--- src/rtl/snake_pkg.sv ---
// Shared playfield bounds, reward type encoding and scheduler state encoding.
package snake_pkg;

  localparam int unsigned X_MIN = 4;
  localparam int unsigned X_MAX = 19;
  localparam int unsigned Y_MIN = 2;
  localparam int unsigned Y_MAX = 9;

  localparam logic [7:0] LFSR_SEED = 8'h5A;
  // Right-shifting Galois form of x^8 + x^6 + x^5 + x^4 + 1
  localparam logic [7:0] LFSR_TAPS = 8'hB8;

  typedef enum logic [1:0] {
    RW_NONE = 2'd0,
    RW_T1   = 2'd1,
    RW_T2   = 2'd2,
    RW_T3   = 2'd3
  } rw_type_e;

  typedef enum logic [2:0] {
    S_IDLE,
    S_WAIT,
    S_DRAW,
    S_QUERY,
    S_SHOW
  } rs_state_e;

  function automatic rw_type_e draw_type(input logic [7:0] r);
    if (r <= 8'd100) return RW_T1;
    if (r <= 8'd200) return RW_T2;
    return RW_T3;
  endfunction

endpackage

--- src/rtl/reward_lfsr8.sv ---
// Free-running 8-bit Galois LFSR; the seed must be non-zero.
module reward_lfsr8
  import snake_pkg::*;
#(
  parameter logic [7:0] SEED = LFSR_SEED
) (
  input  logic       clk,
  input  logic       rst,
  output logic [7:0] q
);

  logic [7:0] q_q, q_d;

  always_comb begin
    q_d = q_q >> 1;
    if (q_q[0]) q_d = q_d ^ LFSR_TAPS;
  end

  always_ff @(posedge clk or posedge rst) begin
    if (rst) q_q <= SEED;
    else     q_q <= q_d;
  end

  assign q = q_q;

endmodule

--- src/rtl/reward_spawn_scheduler.sv ---
// Reward placement sequencer: random delay, candidate draw, occupancy query, display.
module reward_spawn_scheduler
  import snake_pkg::*;
#(
  parameter int unsigned BASE_TICKS = 20,
  parameter int unsigned STAY_TICKS = 40,
  parameter int unsigned MAX_RETRY  = 8,
  parameter int unsigned X_OFF      = X_MIN,
  parameter int unsigned Y_OFF      = Y_MIN
) (
  input  logic       clk,
  input  logic       rst,
  input  logic       tick,
  input  logic       enable,
  input  logic       clear,
  output logic       occ_req,
  output logic [5:0] occ_x,
  output logic [5:0] occ_y,
  input  logic       occ_ack,
  input  logic       occ_hit,
  input  logic       eaten,
  output logic       reward_valid,
  output logic [5:0] reward_x,
  output logic [5:0] reward_y,
  output logic [1:0] reward_type,
  output logic       place_fail
);

  localparam logic [8:0] BASE_W    = 9'(BASE_TICKS);
  localparam logic [7:0] STAY_LAST = 8'(STAY_TICKS - 1);
  localparam logic [3:0] RETRY_W   = 4'(MAX_RETRY);
  localparam logic [5:0] XOFF_W    = 6'(X_OFF);
  localparam logic [5:0] YOFF_W    = 6'(Y_OFF);

  logic [7:0] lfsr;

  reward_lfsr8 #(.SEED(LFSR_SEED)) u_lfsr (
    .clk (clk),
    .rst (rst),
    .q   (lfsr)
  );

  rs_state_e  state_q, state_d;
  logic [8:0] delay_q, delay_d;
  logic [8:0] wait_cnt_q, wait_cnt_d;
  logic [7:0] stay_cnt_q, stay_cnt_d;
  logic [3:0] retry_q, retry_d;
  logic [5:0] cand_x_q, cand_x_d;
  logic [5:0] cand_y_q, cand_y_d;
  rw_type_e   cand_type_q, cand_type_d;
  logic       occ_req_q, occ_req_d;
  logic       rw_valid_q, rw_valid_d;
  logic [5:0] rw_x_q, rw_x_d;
  logic [5:0] rw_y_q, rw_y_d;
  rw_type_e   rw_type_q, rw_type_d;
  logic       fail_q, fail_d;

  logic tick_en;
  assign tick_en = tick & enable;

  always_comb begin
    state_d     = state_q;
    delay_d     = delay_q;
    wait_cnt_d  = wait_cnt_q;
    stay_cnt_d  = stay_cnt_q;
    retry_d     = retry_q;
    cand_x_d    = cand_x_q;
    cand_y_d    = cand_y_q;
    cand_type_d = cand_type_q;
    occ_req_d   = occ_req_q;
    rw_valid_d  = rw_valid_q;
    rw_x_d      = rw_x_q;
    rw_y_d      = rw_y_q;
    rw_type_d   = rw_type_q;
    fail_d      = 1'b0;

    if (clear) begin
      // Abandons any in-flight occupancy query as well as a shown reward
      state_d     = S_IDLE;
      delay_d     = '0;
      wait_cnt_d  = '0;
      stay_cnt_d  = '0;
      retry_d     = '0;
      cand_x_d    = '0;
      cand_y_d    = '0;
      cand_type_d = RW_NONE;
      occ_req_d   = 1'b0;
      rw_valid_d  = 1'b0;
      rw_x_d      = '0;
      rw_y_d      = '0;
      rw_type_d   = RW_NONE;
    end else begin
      unique case (state_q)
        S_IDLE: begin
          if (enable) begin
            state_d    = S_WAIT;
            delay_d    = BASE_W + {2'b00, lfsr[7:1]};
            wait_cnt_d = '0;
            retry_d    = '0;
          end
        end
        S_WAIT: begin
          if (wait_cnt_q == delay_q) state_d = S_DRAW;
          else if (tick_en)          wait_cnt_d = wait_cnt_q + 9'd1;
        end
        S_DRAW: begin
          cand_x_d    = {2'b00, lfsr[3:0]} + XOFF_W;
          cand_y_d    = {3'b000, lfsr[6:4]} + YOFF_W;
          cand_type_d = draw_type(lfsr);
          occ_req_d   = 1'b1;
          state_d     = S_QUERY;
        end
        S_QUERY: begin
          if (occ_ack) begin
            occ_req_d = 1'b0;
            if (!occ_hit) begin
              state_d    = S_SHOW;
              stay_cnt_d = '0;
              rw_valid_d = 1'b1;
              rw_x_d     = cand_x_q;
              rw_y_d     = cand_y_q;
              rw_type_d  = cand_type_q;
            end else if (retry_q + 4'd1 == RETRY_W) begin
              state_d = S_IDLE;
              retry_d = '0;
              fail_d  = 1'b1;
            end else begin
              state_d = S_DRAW;
              retry_d = retry_q + 4'd1;
            end
          end
        end
        S_SHOW: begin
          // Eaten and expiry on the same tick collapse into this one exit
          if (eaten || (tick_en && stay_cnt_q == STAY_LAST)) begin
            state_d    = S_IDLE;
            rw_valid_d = 1'b0;
            rw_x_d     = '0;
            rw_y_d     = '0;
            rw_type_d  = RW_NONE;
          end else if (tick_en) begin
            stay_cnt_d = stay_cnt_q + 8'd1;
          end
        end
        default: state_d = S_IDLE;
      endcase
    end
  end

  always_ff @(posedge clk or posedge rst) begin
    if (rst) begin
      state_q     <= S_IDLE;
      delay_q     <= '0;
      wait_cnt_q  <= '0;
      stay_cnt_q  <= '0;
      retry_q     <= '0;
      cand_x_q    <= '0;
      cand_y_q    <= '0;
      cand_type_q <= RW_NONE;
      occ_req_q   <= 1'b0;
      rw_valid_q  <= 1'b0;
      rw_x_q      <= '0;
      rw_y_q      <= '0;
      rw_type_q   <= RW_NONE;
      fail_q      <= 1'b0;
    end else begin
      state_q     <= state_d;
      delay_q     <= delay_d;
      wait_cnt_q  <= wait_cnt_d;
      stay_cnt_q  <= stay_cnt_d;
      retry_q     <= retry_d;
      cand_x_q    <= cand_x_d;
      cand_y_q    <= cand_y_d;
      cand_type_q <= cand_type_d;
      occ_req_q   <= occ_req_d;
      rw_valid_q  <= rw_valid_d;
      rw_x_q      <= rw_x_d;
      rw_y_q      <= rw_y_d;
      rw_type_q   <= rw_type_d;
      fail_q      <= fail_d;
    end
  end

  assign occ_req      = occ_req_q;
  assign occ_x        = cand_x_q;
  assign occ_y        = cand_y_q;
  assign reward_valid = rw_valid_q;
  assign reward_x     = rw_x_q;
  assign reward_y     = rw_y_q;
  assign reward_type  = rw_type_q;
  assign place_fail   = fail_q;

endmodule

--- config.mk ---
export PLATFORM = sky130hd
export DESIGN_NAME = reward_spawn_scheduler
export DESIGN_NICKNAME = d
export VERILOG_FILES = /design/src/rtl/snake_pkg.sv /design/src/rtl/reward_lfsr8.sv /design/src/rtl/reward_spawn_scheduler.sv
export SDC_FILE = /design/constraint.sdc
export NUM_CORES = 1
export LEC_CHECK = 0
export CAP_MARGIN = 20
export CORE_MARGIN = 2
export CORE_UTILIZATION = 57
export DETAILED_ROUTE_END_ITERATION = 10
export DONT_BUFFER_PORTS = 1
export PLACE_DENSITY = 0.72
export SKIP_CTS_REPAIR_TIMING = 1
export SYNTH_ARGS = -nofsm -noshare
export SYNTH_HDL_FRONTEND = slang
export SYNTH_SLANG_ARGS = --single-unit
--- constraint.sdc ---
create_clock -name clk -period 2.3 [get_ports clk]
set_input_delay 0.46 -clock clk [delete_from_list [all_inputs] [get_ports clk]]
set_output_delay 0.46 -clock clk [all_outputs]
set_load 0.01 [all_outputs]
Word-level counts from Yosys, hierarchy flattened. Index checks and enable logic that the tools add are counted.

Flip-flop bits (word level): 72. Input port bits: 8. Output and inout port bits: 29. Logic and storage cells: 132.

Equal/unequal tests: 17. Order comparisons: 2. Reduce and logical (&&, ||, !) cells: 17. $add $sub $neg: 6. Bitwise gates (word level): 2. Mux-type cells: 73.

Operators by type and width (number): two-way mux 6 bit (11); two-way mux 9 bit (7); two-way mux 8 bit (6); != test 3 bit, second input constant (10); case mux 6 bit (2 select lines) (2); two-way mux 2 bit (11); two-way mux 4 bit (5); two-way mux 1 bit (18); two-way mux 3 bit (6); case mux 9 bit (2 select lines) (1); case mux 8 bit (2 select lines) (1); AND reduction 4 bit (4); case mux 3 bit (5 select lines) (1); nonzero test 3 bit (4); adder 9 x 1 -> 9 bit, second input constant (1); == test 9 bit (1); adder 5 x 7 -> 8 bit, first input constant (1); adder 8 x 1 -> 8 bit, second input constant (1); == test 8 x 6 -> 1 bit, second input constant (1); less-or-equal comparator 8 x 7 -> 1 bit, second input constant (1); less-or-equal comparator 8 bit, second input constant (1); case mux 4 bit (2 select lines) (1); == test 3 x 2 -> 1 bit, second input constant (2); nonzero test 2 bit (3); 15 further kinds (17).

Logic depth before layout (Yosys ltp). Gate-level depths: netlist of run 1.

Depth after elaboration: 11. Mapped depth: 7. Mapped depth without buffers: 7.

Cells and area by module. From an unflattened synthesis of run 1, not the netlist that was laid out.

Cell total of the unflattened synthesis: 346. Area total of the unflattened synthesis: 3349.5 um2.

By module, submodules not included: reward_spawn_scheduler (cells each 329, sequential area each 1426.4 um2, area each 3076.7 um2, instances 1); reward_lfsr8 (cells each 17, sequential area each 205.2 um2, area each 272.8 um2, instances 1).

Worst setup path after synthesis of run 1. No wires, ideal clock.

Kind: input port to flip-flop. From: in occ_ack. To: reg rw_x_q[0] (netlist: reward_x[0]). Setup time: 0.121 ns. Path buffers: 2. Stages on the path: 6. Path slack: 0.509 ns. Data required time: 2.179 ns. Arrival time: 1.670 ns. Path through: buf_2 -> and3b_1 -> a221o_2 -> and2_1 -> buf_2 -> a22o_1.

Cells in the longest elaborated chain, start to end: 2.

RTL lines: from (decl) (line reward_spawn_scheduler.sv:19) `input logic occ_ack,`; != test 3 bit (no line); AND reduction 4 bit (no line); to (signal assigned) (line reward_spawn_scheduler.sv:177) `rw_x_q <= rw_x_d;`; to (decl) (line reward_spawn_scheduler.sv:53) `logic [5:0] rw_x_q, rw_x_d;`.

Every way passes these cells. A chain may end at the register's enable or synchronous reset.

Worst setup path after layout of run 1.
From: reg state_q[1]. To: reg stay_cnt_q[7].

Cells in the longest elaborated chain, start to end: 3. Elaborated cells on any way between the ends: 10. Classes of those cells: eq/ne (6); mux (2); reduce/logical (2).

RTL lines: from (decl) (line reward_spawn_scheduler.sv:43) `rs_state_e state_q, state_d;`; from (signal assigned) (line reward_spawn_scheduler.sv:167) `state_q <= state_d;`; == test 3 bit / == test 3 x 2 -> 1 bit (equally long branches) (line reward_spawn_scheduler.sv:93) `unique case (state_q)`; != test 3 bit (no line) (tied with other cells); AND reduction 5 bit (no line) / two-way mux 8 bit (equally long branches); to (signal assigned) (line reward_spawn_scheduler.sv:170) `stay_cnt_q <= stay_cnt_d;`; to (decl) (line reward_spawn_scheduler.sv:46) `logic [7:0] stay_cnt_q, stay_cnt_d;`.

Parallel ways exist; a longest one is shown, timed or not.

==> run_summary.xml, run 1 <==
<?xml version="1.0" encoding="UTF-8"?>
<metrics>
  <group name="outcome">
    <metric name="status" unit="">finished clean</metric>
  </group>
  <group name="finish">
    <metric name="layout.cells.most_common" unit="">sky130_fd_sc_hd__dfrtp_1</metric>
    <metric name="design_area" unit="um^2">3525</metric>
    <metric name="sequential_cell_area" unit="um^2">1632</metric>
    <metric name="filler_cell_count" unit="">465</metric>
    <metric name="multi_input_area" unit="um^2">1516</metric>
    <metric name="design.final.nets" unit="">349</metric>
    <metric name="proportion_of_layout_cells_with_a_drive_suffix_above_1" unit="%">11.31</metric>
    <metric name="top_library_cells_by_usage_in_the_layout_fill_and_taps_aside" unit="">sky130_fd_sc_hd__dfrtp_1 (61), sky130_fd_sc_hd__nand2_1 (43), sky130_fd_sc_hd__nor2_1 (27)</metric>
    <metric name="synthToLayoutAreaGrowth" unit="%">7.110</metric>
    <metric name="antenna-diode-count" unit="">0</metric>
  </group>
  <group name="run">
    <metric name="cap_violations" unit="">0</metric>
  </group>
  <group name="power_and_ir_drop">
    <metric name="power" unit="W">0.002839</metric>
    <metric name="power.ir.vdd_worst" unit="mV">0.4264</metric>
    <metric name="p_comb_share" unit="%">18.0</metric>
    <metric name="internal_power" unit="W">0.001918</metric>
    <metric name="leakage" unit="nW">1.592</metric>
    <metric name="part_of_the_power_in_registers" unit="%">47.7</metric>
    <metric name="power.net_switching" unit="W">0.0009212</metric>
    <metric name="part_of_the_power_in_the_clock_network" unit="%">34.3</metric>
    <metric name="p_sw_share" unit="%">32.45</metric>
    <metric name="p_per_area" unit="nW/um^2">805.5</metric>
  </group>
  <group name="grt">
    <metric name="grt_pass1_vias" unit="">2315</metric>
    <metric name="groute.usage.overall" unit="%">22.40</metric>
    <metric name="grt_antenna_before_repair" unit="">0</metric>
    <metric name="grt_start_max_net_pins" unit="">34</metric>
    <metric name="overflow" unit="">0</metric>
    <metric name="first_pass_grt_wire_length" unit="mm">11.06</metric>
  </group>
  <group name="die">
    <metric name="initial_core_util" unit="%">59.39</metric>
    <metric name="fp-row-count" unit="">27</metric>
    <metric name="io_pins" unit="">37</metric>
    <metric name="chipWidth" unit="um">79.98</metric>
    <metric name="design.core.area" unit="um^2">5540</metric>
    <metric name="fp.dieArea" unit="um^2">6397</metric>
    <metric name="die_extent_in_y" unit="um">79.98</metric>
  </group>
  <group name="timing">
    <metric name="timing.clock.skew" unit="ns">0.01205</metric>
    <metric name="drv_slew" unit="">0</metric>
    <metric name="tns" unit="ns">0</metric>
    <metric name="minimum_clock_period" unit="ns">1.948</metric>
    <metric name="final-setup-viol-count" unit="">0</metric>
    <metric name="timing.final.ws_setup" unit="ns">0.3521</metric>
    <metric name="post-route-period-util" unit="%">84.69</metric>
    <metric name="unrepaired_setup_endpoints_after_global_routing" unit="">no</metric>
    <metric name="final-hold-violation-count" unit="">0</metric>
    <metric name="fmax" unit="MHz">513.4</metric>
  </group>
  <group name="place">
    <metric name="post-place-ws" unit="ns">0.3913</metric>
    <metric name="post-dp-hpwl" unit="mm">4.662</metric>
    <metric name="postPlaceCellArea" unit="um^2">3322</metric>
    <metric name="port-buffer-count" unit="">0</metric>
    <metric name="place.gp.congestion" unit="">0.8382</metric>
  </group>
  <group name="worst_setup_path">
    <metric name="crit_path_top_delay_cell" unit="">sky130_fd_sc_hd__dfrtp_1</metric>
    <metric name="criticalPathCategory" unit="">reg2reg</metric>
    <metric name="cp-end-kind" unit="">register</metric>
    <metric name="timing.rr.start" unit="">state_q[1]</metric>
    <metric name="critical_path.startpoint_type" unit="">register</metric>
    <metric name="critical_path.startpoint" unit="">state_q[1]</metric>
    <metric name="arrival" unit="ns">2.20</metric>
    <metric name="timing.critical_path.slowest_cell_delay" unit="ns">0.61</metric>
    <metric name="crit_path_max_fanout" unit="">10</metric>
    <metric name="crit_required" unit="ns">2.55</metric>
    <metric name="critical_path.cell_chain" unit="">nor2b_4, a221o_2, o211ai_1, or3_1, a21oi_1</metric>
  </group>
  <group name="routing">
    <metric name="route.vias.total" unit="">2422</metric>
    <metric name="detail_route.drc_violations" unit="">0</metric>
    <metric name="post_drt_wl_per_cell" unit="um">15.99</metric>
    <metric name="drt_first_iter_violations" unit="">155</metric>
    <metric name="detail_route.wirelength" unit="mm">6.524</metric>
    <metric name="first_pass_detailed_route_iteration_total" unit="">4</metric>
    <metric name="number_of_nets_with_antenna_violations_after_routing" unit="">0</metric>
    <metric name="detail_route.vias_per_cell" unit="">5.936</metric>
  </group>
  <group name="synthesis">
    <metric name="mappedNetlistArea" unit="um^2">3291</metric>
    <metric name="netlist_instances" unit="">332</metric>
    <metric name="synth_cell_types" unit="">56</metric>
    <metric name="synthMuxAreaShare" unit="%">0</metric>
    <metric name="synth_top_family_by_area" unit="">compound AO/OA/AOI/OAI gates</metric>
    <metric name="synth.area.top_cells" unit="">sky130_fd_sc_hd__dfrtp_1 (46%), sky130_fd_sc_hd__nand2_1 (4.9%), sky130_fd_sc_hd__ha_1 (3.8%)</metric>
    <metric name="avgSynthCellArea" unit="um^2">9.912</metric>
    <metric name="post_synthesis_share_of_cell_area_spent_on_and_or_nand_and_nor_gates" unit="%">18.14</metric>
    <metric name="synth-xor-area-share" unit="%">4.791</metric>
    <metric name="post-synth-top-area-cell" unit="">sky130_fd_sc_hd__dfrtp_1</metric>
    <metric name="synthesis.yosys.warnings" unit="">0</metric>
    <metric name="synth_largest_type_area_fraction" unit="%">46.39</metric>
    <metric name="synth_seq_cells" unit="">65</metric>
    <metric name="ys_flop_type" unit="">sky130_fd_sc_hd__dfrtp_1</metric>
    <metric name="number_of_enable_type_register_cells_in_the_synthesized_netlist" unit="">0</metric>
    <metric name="synth_adder_area_share" unit="%">3.802</metric>
    <metric name="ys_async_sr_fraction" unit="%">100.0</metric>
    <metric name="yosysSeqAreaShare" unit="%">49.58</metric>
    <metric name="synth-compound-area-share" unit="%">18.67</metric>
  </group>
  <group name="clocking">
    <metric name="ctsLongestPathBuffers" unit="">2</metric>
    <metric name="cts.root.buffer_cell" unit="">sky130_fd_sc_hd__clkbuf_8</metric>
    <metric name="insertion_delay" unit="ns">0.34</metric>
    <metric name="cts-htree-levels" unit="">3</metric>
    <metric name="tritoncts_num_sinks" unit="">65</metric>
    <metric name="cts_buffers" unit="">9</metric>
    <metric name="tritoncts" unit="">built</metric>
    <metric name="clk_pin_slew" unit="ns">0.08</metric>
  </group>
  <group name="hold_path">
    <metric name="holdCritPathClass" unit="">in2async</metric>
  </group>
</metrics>
## per-stage QoR
step / hold WS [ns] / cells / utilization [%]
6_report: 0.0006860 / 408 / 63.62
5_1_grt: 0.01967 / 408 / 63.62
4_1_cts: 0.001942 / 408 / 63.62
3_5_place_dp: 0.3728 / 392 / 59.96
3_3_place_gp: 0.3802 / 392 / 59.96
2_1_floorplan: 0.3519 / 337 / -
## sequential cells by signal, summed over array words and instances, names as in the netlist, 4 cells and up
register	flops
occ_x	5
retry_q	4
delay_q	8
u_lfsr.q	8
wait_cnt_q	9
stay_cnt_q	8
occ_y	4
reward_x	5
reward_y	4
## layer usage
metal	GRT usage (%)	vias up	wire length [um]
met5	0	-	0
met2	35.17	42	3142
li1	-	1172	-
met3	5.204	8	245
met4	6.949	0	72
met1	30.93	1200	3065
## synth_stat cells, types with 2 or more instances
cell type / instances
sky130_fd_sc_hd__o21ai_2: 3
sky130_fd_sc_hd__o21ai_0: 15
sky130_fd_sc_hd__dfrtp_1: 61
sky130_fd_sc_hd__o21ai_1: 6
sky130_fd_sc_hd__nor2_1: 27
sky130_fd_sc_hd__xnor2_1: 6
sky130_fd_sc_hd__ha_1: 10
sky130_fd_sc_hd__buf_1: 2
sky130_fd_sc_hd__nand2b_1: 6
sky130_fd_sc_hd__nand3_1: 12
sky130_fd_sc_hd__nor3b_1: 4
sky130_fd_sc_hd__a211oi_1: 4
sky130_fd_sc_hd__nand2_1: 43
sky130_fd_sc_hd__a31oi_1: 6
sky130_fd_sc_hd__and3_1: 4
sky130_fd_sc_hd__a22o_1: 11
sky130_fd_sc_hd__o41ai_1: 5
sky130_fd_sc_hd__o31ai_1: 11
sky130_fd_sc_hd__dfstp_2: 4
sky130_fd_sc_hd__or3_1: 3
sky130_fd_sc_hd__and3b_1: 2
sky130_fd_sc_hd__a21oi_1: 15
sky130_fd_sc_hd__nor3_1: 3
sky130_fd_sc_hd__and2_1: 2
sky130_fd_sc_hd__buf_2: 5
sky130_fd_sc_hd__inv_1: 7
sky130_fd_sc_hd__xor2_1: 12
sky130_fd_sc_hd__clkbuf_1: 5
sky130_fd_sc_hd__o211ai_1: 2
sky130_fd_sc_hd__nand3b_1: 2
sky130_fd_sc_hd__buf_4: 9
## final timing paths
kind | slack (ns) | depth (start not counted) | to
worst max-delay path | 0.35 | 5 | stay_cnt_q[7]
worst max register to register | 0.35 | 5 | stay_cnt_q[7]
worst min register to register | 0.44 | 0 | u_lfsr.q[0]
min in group clk | 0.18 | 1 | occ_x[3]
worst min-delay path | 0.0007 | 1 | reward_valid
max in group asynchronous | 1.69 | 2 | u_lfsr.q[3]
## area by class of cell
class | instances | area share, %
clock buffers | 9 | 3.514
clock inverters | 7 | 2.236
inverters | 7 | 0.7455
multi-input cells | 242 | 43.02
flip-flops and latches | 65 | 46.29
well taps | 72 | 2.556
repair buffers | 6 | 1.633
## cell families after synthesis
kind of cell | after synthesis
buffers and inverters | 30
xor gates and xnor gates | 18
other | 1
adders and majority gates | 10
DFF | 65
and+or+nand+nor | 119
AOI/OAI and AO/OA | 89
## critical path, delay by kind of cell (launching register included)
kind	cells	cell delay, ns
and+or+nand+nor	2	0.65
DFF	1	0.61
AOI/OAI and AO/OA	3	0.61
## power groups by stage
stage / Combinational [W] / Clock [W] / Sequential (W)
3_5_place_dp: 0.000509 / 0 / 0.00138
4_1_cts: 0.000512 / 0.000991 / 0.00135
5_1_grt: 0.000575 / 0.00105 / 0.00137
3_3_place_gp: 0.000497 / 0 / 0.00137
2_1_floorplan: 0.000495 / 0 / 0.00130
6_report: 0.000510 / 0.000975 / 0.00135
(Power assumes the default switching activity.)
==> run 2, diff against run 1 <==
PLACE_DENSITY = 0.75   (was 0.72)
clock period = 1.6 ns   (was 2.3 ns; I/O delays follow)
==> run_summary.xml, run 2 (synthesized netlist as in run 1, its figures left out) <==
<?xml version="1.0" encoding="UTF-8"?>
<metrics>
  <group name="finish">
    <metric name="top_library_cells_by_usage_in_the_layout_fill_and_taps_aside" unit="">sky130_fd_sc_hd__dfrtp_1 (58), sky130_fd_sc_hd__buf_4 (41), sky130_fd_sc_hd__nand2_1 (39)</metric>
    <metric name="largest_register_ffs" unit="">9</metric>
    <metric name="layout.cells.most_common" unit="">sky130_fd_sc_hd__dfrtp_1</metric>
    <metric name="synthToLayoutAreaGrowth" unit="%">25.82</metric>
    <metric name="antenna-diode-count" unit="">0</metric>
    <metric name="design_area" unit="um^2">4140</metric>
    <metric name="final-instance-count-excl-fill" unit="">454</metric>
    <metric name="finish.utilization" unit="%">74.73</metric>
    <metric name="design.final.nets" unit="">395</metric>
    <metric name="proportion_of_layout_cells_with_a_drive_suffix_above_1" unit="%">30.10</metric>
    <metric name="register_bank_with_the_most_flops" unit="">wait_cnt_q</metric>
  </group>
  <group name="place">
    <metric name="dpl.cell_count" unit="">424</metric>
    <metric name="port-buffer-count" unit="">0</metric>
    <metric name="place.gp.congestion" unit="">0.8055</metric>
    <metric name="post-dp-hpwl" unit="mm">4.937</metric>
    <metric name="postPlaceCellArea" unit="um^2">3587</metric>
  </group>
  <group name="timing">
    <metric name="drv_slew" unit="">0</metric>
    <metric name="final-setup-viol-count" unit="">29</metric>
    <metric name="timing.clock.skew" unit="ns">0.006677</metric>
    <metric name="final-hold-violation-count" unit="">0</metric>
    <metric name="holdWs" unit="ns">0.03921</metric>
    <metric name="timing.final.ws_setup" unit="ns">-0.2162</metric>
    <metric name="minimum_clock_period" unit="ns">1.816</metric>
    <metric name="post-route-period-util" unit="%">113.5</metric>
    <metric name="fmax" unit="MHz">550.6</metric>
    <metric name="unrepaired_setup_endpoints_after_global_routing" unit="">yes</metric>
  </group>
  <group name="worst_setup_path">
    <metric name="timing.critical_path.slowest_cell_delay" unit="ns">0.53</metric>
    <metric name="path_buf_inv" unit="">1</metric>
    <metric name="criticalPathCategory" unit="">reg2reg</metric>
    <metric name="timing.critical_path.max_delay_family" unit="">simple AND/OR/NAND/NOR gates</metric>
    <metric name="crit_path_top_delay_cell" unit="">sky130_fd_sc_hd__or4_4</metric>
    <metric name="setup.reg_to_reg.worst_slack" unit="ns">-0.22</metric>
    <metric name="timing.rr.start" unit="">delay_q[4]</metric>
    <metric name="worst-r2r-cell-count" unit="">6</metric>
    <metric name="arrival" unit="ns">2.06</metric>
    <metric name="cp-end-kind" unit="">register</metric>
    <metric name="critical_path.cell_chain" unit="">xor2_1, or4_4, o41ai_4, buf_4, o21ai_1, o31ai_1</metric>
    <metric name="crit_path_max_fanout" unit="">5</metric>
    <metric name="critical_path_cell_count" unit="">6</metric>
    <metric name="crit_required" unit="ns">1.84</metric>
    <metric name="worstReg2RegEnd" unit="">wait_cnt_q[4]</metric>
    <metric name="critical_path.startpoint_type" unit="">register</metric>
  </group>
  <group name="routing">
    <metric name="detail_route.vias_per_cell" unit="">5.916</metric>
    <metric name="number_of_nets_with_antenna_violations_after_routing" unit="">0</metric>
    <metric name="route.vias.total" unit="">2686</metric>
    <metric name="first_pass_detailed_route_iteration_total" unit="">4</metric>
    <metric name="drt_first_iter_violations" unit="">133</metric>
    <metric name="detail_route.wirelength" unit="mm">7.855</metric>
    <metric name="post_drt_wl_per_cell" unit="um">17.30</metric>
    <metric name="detail_route.drc_violations" unit="">0</metric>
  </group>
  <group name="hold_path">
    <metric name="hold_start" unit="">clear</metric>
    <metric name="holdCritPathClass" unit="">in2reg</metric>
    <metric name="destination_of_the_worst_hold_path" unit="">occ_x[3]</metric>
    <metric name="whs_path_depth" unit="">1</metric>
  </group>
  <group name="clocking">
    <metric name="clk_pin_slew" unit="ns">0.08</metric>
    <metric name="insertion_delay" unit="ns">0.34</metric>
    <metric name="tritoncts" unit="">built</metric>
    <metric name="ctsLongestPathBuffers" unit="">2</metric>
    <metric name="tritoncts_num_sinks" unit="">65</metric>
    <metric name="cts_buffers" unit="">9</metric>
    <metric name="cts.root.buffer_cell" unit="">sky130_fd_sc_hd__clkbuf_8</metric>
    <metric name="cts-htree-levels" unit="">3</metric>
  </group>
  <group name="outcome">
    <metric name="failing_checks" unit="">negative setup slack</metric>
    <metric name="status" unit="">complete, but fails checks</metric>
  </group>
  <group name="power_and_ir_drop">
    <metric name="p_per_area" unit="nW/um^2">1179</metric>
    <metric name="power.ir.vdd_worst" unit="mV">0.8294</metric>
    <metric name="leakage" unit="nW">1.916</metric>
    <metric name="power" unit="W">0.004881</metric>
  </group>
  <group name="die">
    <metric name="chipWidth" unit="um">79.98</metric>
    <metric name="die_extent_in_y" unit="um">79.98</metric>
    <metric name="design.core.area" unit="um^2">5540</metric>
    <metric name="fp-row-count" unit="">27</metric>
    <metric name="initial_core_util" unit="%">59.39</metric>
    <metric name="fp.dieArea" unit="um^2">6397</metric>
    <metric name="io_pins" unit="">37</metric>
  </group>
  <group name="grt">
    <metric name="first_pass_grt_wire_length" unit="mm">11.76</metric>
    <metric name="groute.usage.overall" unit="%">24.08</metric>
    <metric name="overflow" unit="">0</metric>
    <metric name="grt_start_max_net_pins" unit="">66</metric>
    <metric name="grt_pass1_vias" unit="">2432</metric>
    <metric name="grt_antenna_before_repair" unit="">0</metric>
  </group>
  <group name="run">
    <metric name="cap_violations" unit="">0</metric>
  </group>
</metrics>
-- run 2: cell count changes in the layout (fill, tap and decap cells not counted), moves of 3 or more --
cell and delta:
sky130_fd_sc_hd__dfrtp_2 +3, sky130_fd_sc_hd__dfrtp_1 -3, sky130_fd_sc_hd__buf_6 +8, sky130_fd_sc_hd__o41ai_1 -4, sky130_fd_sc_hd__o41ai_2 +3, sky130_fd_sc_hd__nand2_1 -4
sky130_fd_sc_hd__o21ai_1 +7, sky130_fd_sc_hd__o21ai_0 -10, sky130_fd_sc_hd__nor2_1 -3, sky130_fd_sc_hd__buf_4 +36, sky130_fd_sc_hd__nand2_4 +3
-- run 2: through the flow --
step | TNS, ns | setup WS [ns]
3_5_place_dp | -4.151 | -0.2803
5_1_grt | -4.906 | -0.3125
3_3_place_gp | -3.001 | -0.2323
2_1_floorplan | -0.9410 | -0.1273
6_report | -2.521 | -0.2162
4_1_cts | -4.721 | -0.3046
-- run 2: how the worst max path moves through the flow --
| stage | start | endpoint | slack [ns] |
|---|---|---|---|
| floorplan | wait_cnt_q[4] | wait_cnt_q[5] | -0.13 |
| global route | delay_q[4] | wait_cnt_q[4] | -0.31 |
| CTS | delay_q[4] | wait_cnt_q[6] | -0.30 |
| detailed placement | delay_q[4] | wait_cnt_q[6] | -0.28 |
| global placement | delay_q[4] | wait_cnt_q[5] | -0.23 |
| finish | delay_q[4] | wait_cnt_q[4] | -0.22 |
-- run 2: layout make-up --
cell class              count  area, um^2
repair buffers             52       432.9
clock buffers              10       127.6
multi-input cells         242        1708
well taps                  72       90.09
flip-flops and latches     65        1635
fillers                   358        1400
inverters                   7       30.03
clock inverters             6       116.4
-- run 2: worst register-to-register path, delay by kind of cell (launching register included) --
kind                   cells  cell delay, ns
AND/OR/NAND/NOR            1            0.53
buffers and inverters      1            0.21
XOR/XNOR                   1            0.16
flip-flops                 1            0.39
AO/OA/AOI/OAI              3            0.42
-- run 2: per-layer routing --
layer	track usage (%)	part of all wire (%)	vias up
li1	-	-	1267
met1	33.41	44	1361
met2	36.33	50	49
met3	5.656	4.7	9
met4	10.00	1.4	0
met5	0	0	-
-- run 2: where the power goes --
group,leakage [nW],internal [W],switching [W],total (W)
combinational,0.917,0.000602,0.000667,0.00127
clock,0.121,0.00104,0.000659,0.00170
sequential,0.878,0.00176,0.000152,0.00191
==> run 3, diff against run 2 <==
CORE_UTILIZATION = 37   (was 57)
PLACE_DENSITY = not set   (was 0.75)
==> run_summary.xml, run 3 (synthesized netlist as in run 1, its figures left out) <==
<?xml version="1.0" encoding="UTF-8"?>
<metrics>
  <group name="outcome">
    <metric name="status" unit="">complete, but fails checks</metric>
    <metric name="failing_checks" unit="">negative setup slack</metric>
  </group>
  <group name="power_and_ir_drop">
    <metric name="leakage" unit="nW">1.874</metric>
    <metric name="power" unit="W">0.004805</metric>
    <metric name="power.ir.vdd_worst" unit="mV">0.4625</metric>
    <metric name="p_per_area" unit="nW/um^2">1153</metric>
  </group>
  <group name="finish">
    <metric name="register_bank_with_the_most_flops" unit="">wait_cnt_q</metric>
    <metric name="largest_register_ffs" unit="">9</metric>
    <metric name="synthToLayoutAreaGrowth" unit="%">26.69</metric>
    <metric name="proportion_of_layout_cells_with_a_drive_suffix_above_1" unit="%">30.08</metric>
    <metric name="filler_cell_count" unit="">793</metric>
    <metric name="layout.cells.most_common" unit="">sky130_fd_sc_hd__dfrtp_1</metric>
    <metric name="finish.utilization" unit="%">48.04</metric>
    <metric name="final-instance-count-excl-fill" unit="">487</metric>
    <metric name="design.final.nets" unit="">392</metric>
    <metric name="antenna-diode-count" unit="">0</metric>
    <metric name="top_library_cells_by_usage_in_the_layout_fill_and_taps_aside" unit="">sky130_fd_sc_hd__dfrtp_1 (59), sky130_fd_sc_hd__nand2_1 (41), sky130_fd_sc_hd__buf_4 (39)</metric>
  </group>
  <group name="timing">
    <metric name="post-route-period-util" unit="%">113.0</metric>
    <metric name="final-hold-violation-count" unit="">0</metric>
    <metric name="timing.clock.skew" unit="ns">0.01530</metric>
    <metric name="final-setup-viol-count" unit="">29</metric>
    <metric name="minimum_clock_period" unit="ns">1.808</metric>
    <metric name="fmax" unit="MHz">553.1</metric>
    <metric name="timing.final.ws_setup" unit="ns">-0.2081</metric>
    <metric name="unrepaired_setup_endpoints_after_global_routing" unit="">yes</metric>
    <metric name="drv_slew" unit="">0</metric>
    <metric name="holdWs" unit="ns">0.04333</metric>
  </group>
  <group name="worst_setup_path">
    <metric name="critical_path.startpoint_type" unit="">register</metric>
    <metric name="cp-end-kind" unit="">register</metric>
    <metric name="crit_required" unit="ns">1.82</metric>
    <metric name="arrival" unit="ns">2.03</metric>
    <metric name="critical_path.cell_chain" unit="">xor2_1, or4_4, o41ai_4, or2_4, o41ai_1</metric>
    <metric name="path_buf_inv" unit="">0</metric>
    <metric name="timing.critical_path.max_delay_family" unit="">simple AND/OR/NAND/NOR gates</metric>
    <metric name="timing.critical_path.slowest_cell_delay" unit="ns">0.53</metric>
    <metric name="crit_path_top_delay_cell" unit="">sky130_fd_sc_hd__or4_4</metric>
    <metric name="crit_path_max_fanout" unit="">7</metric>
    <metric name="criticalPathCategory" unit="">reg2reg</metric>
  </group>
  <group name="die">
    <metric name="design.core.area" unit="um^2">8678</metric>
    <metric name="initial_core_util" unit="%">37.92</metric>
    <metric name="chipWidth" unit="um">98.31</metric>
    <metric name="fp-row-count" unit="">34</metric>
    <metric name="io_pins" unit="">37</metric>
    <metric name="die_extent_in_y" unit="um">98.31</metric>
    <metric name="fp.dieArea" unit="um^2">9664</metric>
  </group>
  <group name="clocking">
    <metric name="tritoncts_num_sinks" unit="">65</metric>
    <metric name="tritoncts" unit="">built</metric>
    <metric name="cts.root.buffer_cell" unit="">sky130_fd_sc_hd__clkbuf_8</metric>
    <metric name="cts-htree-levels" unit="">3</metric>
    <metric name="clk_pin_slew" unit="ns">0.08</metric>
    <metric name="ctsLongestPathBuffers" unit="">2</metric>
    <metric name="cts_buffers" unit="">9</metric>
    <metric name="insertion_delay" unit="ns">0.34</metric>
  </group>
  <group name="place">
    <metric name="dpl.cell_count" unit="">460</metric>
    <metric name="port-buffer-count" unit="">0</metric>
    <metric name="place.gp.congestion" unit="">0.8153</metric>
    <metric name="post-dp-hpwl" unit="mm">5.154</metric>
    <metric name="post-place-ws" unit="ns">-0.2813</metric>
  </group>
  <group name="routing">
    <metric name="detail_route.drc_violations" unit="">0</metric>
    <metric name="first_pass_detailed_route_iteration_total" unit="">4</metric>
    <metric name="post_drt_wl_per_cell" unit="um">15.75</metric>
    <metric name="drt_first_iter_violations" unit="">150</metric>
    <metric name="detail_route.vias_per_cell" unit="">5.255</metric>
    <metric name="detail_route.wirelength" unit="mm">7.670</metric>
    <metric name="number_of_nets_with_antenna_violations_after_routing" unit="">0</metric>
    <metric name="route.vias.total" unit="">2559</metric>
  </group>
  <group name="grt">
    <metric name="grt_start_max_net_pins" unit="">34</metric>
    <metric name="grt_pass1_vias" unit="">2528</metric>
    <metric name="first_pass_grt_wire_length" unit="mm">12.25</metric>
    <metric name="grt_antenna_before_repair" unit="">0</metric>
    <metric name="overflow" unit="">0</metric>
    <metric name="groute.usage.overall" unit="%">15.51</metric>
  </group>
  <group name="hold_path">
    <metric name="holdCritPathClass" unit="">in2reg</metric>
  </group>
  <group name="run">
    <metric name="cap_violations" unit="">0</metric>
  </group>
</metrics>
[run 3: metal layers]
layer  global-route usage, %  share of wire [%]  vias to the layer above
li1                        -                  -                     1256
met1                   21.58                 48                     1258
met2                   23.97                 48                       38
met3                   3.579                3.6                        7
met4                   5.269               0.80                        0
met5                       0                  0                        -
[run 3: cell type report]
cell class,instances,area [um^2],share of cell area (%)
Multi-Input combinational cell,242,1705,40.91
Sequential cell,65,1634,39.20
Timing Repair Buffer,49,437.9,10.50
Clock buffer,10,137.6,3.301
Tap cell,108,135.1,3.241
Clock inverter,6,88.84,2.131
Inverter,7,30.03,0.7203
[run 3: power breakdown]
part	leakage (nW)	total (W)	internal, W	switching [W]
logic	0.886	0.00132	0.000631	0.000694
registers	0.880	0.00189	0.00176	0.000138
clock network	0.109	0.00159	0.000922	0.000664
total	1.87	0.00481	0.00331	0.00149
[run 3: metrics by stage]
| stage | setup TNS [ns] | area, um^2 |
|---|---|---|
| floorplan | -0.9410 | 3351 |
| global placement | -2.714 | 3657 |
| detailed placement | -3.311 | 3657 |
| CTS | -3.940 | 3884 |
| global route | -5.276 | 4169 |
| finish | -2.601 | 4169 |
[run 3: worst paths after layout]
kind                                from            end  slack, ns  depth (start not counted)
max                        wait_cnt_q[4]  wait_cnt_q[6]      -0.21                          5
max reg2reg                wait_cnt_q[4]  wait_cnt_q[6]      -0.21                          5
min in group asynchronous            rst  stay_cnt_q[5]       0.47                          2
min                                clear       occ_x[1]       0.04                          1
max in group asynchronous            rst    u_lfsr.q[1]       0.57                          3
min reg2reg                  u_lfsr.q[1]    u_lfsr.q[0]       0.44                          0
[run 3: worst register-to-register path, cell delays in order, from the launching register on]
cell	delay (ns)
sky130_fd_sc_hd__dfrtp_1	0.39
sky130_fd_sc_hd__xor2_1	0.16
sky130_fd_sc_hd__or4_4	0.53
sky130_fd_sc_hd__o41ai_4	0.28
sky130_fd_sc_hd__or2_4	0.25
sky130_fd_sc_hd__o41ai_1	0.09
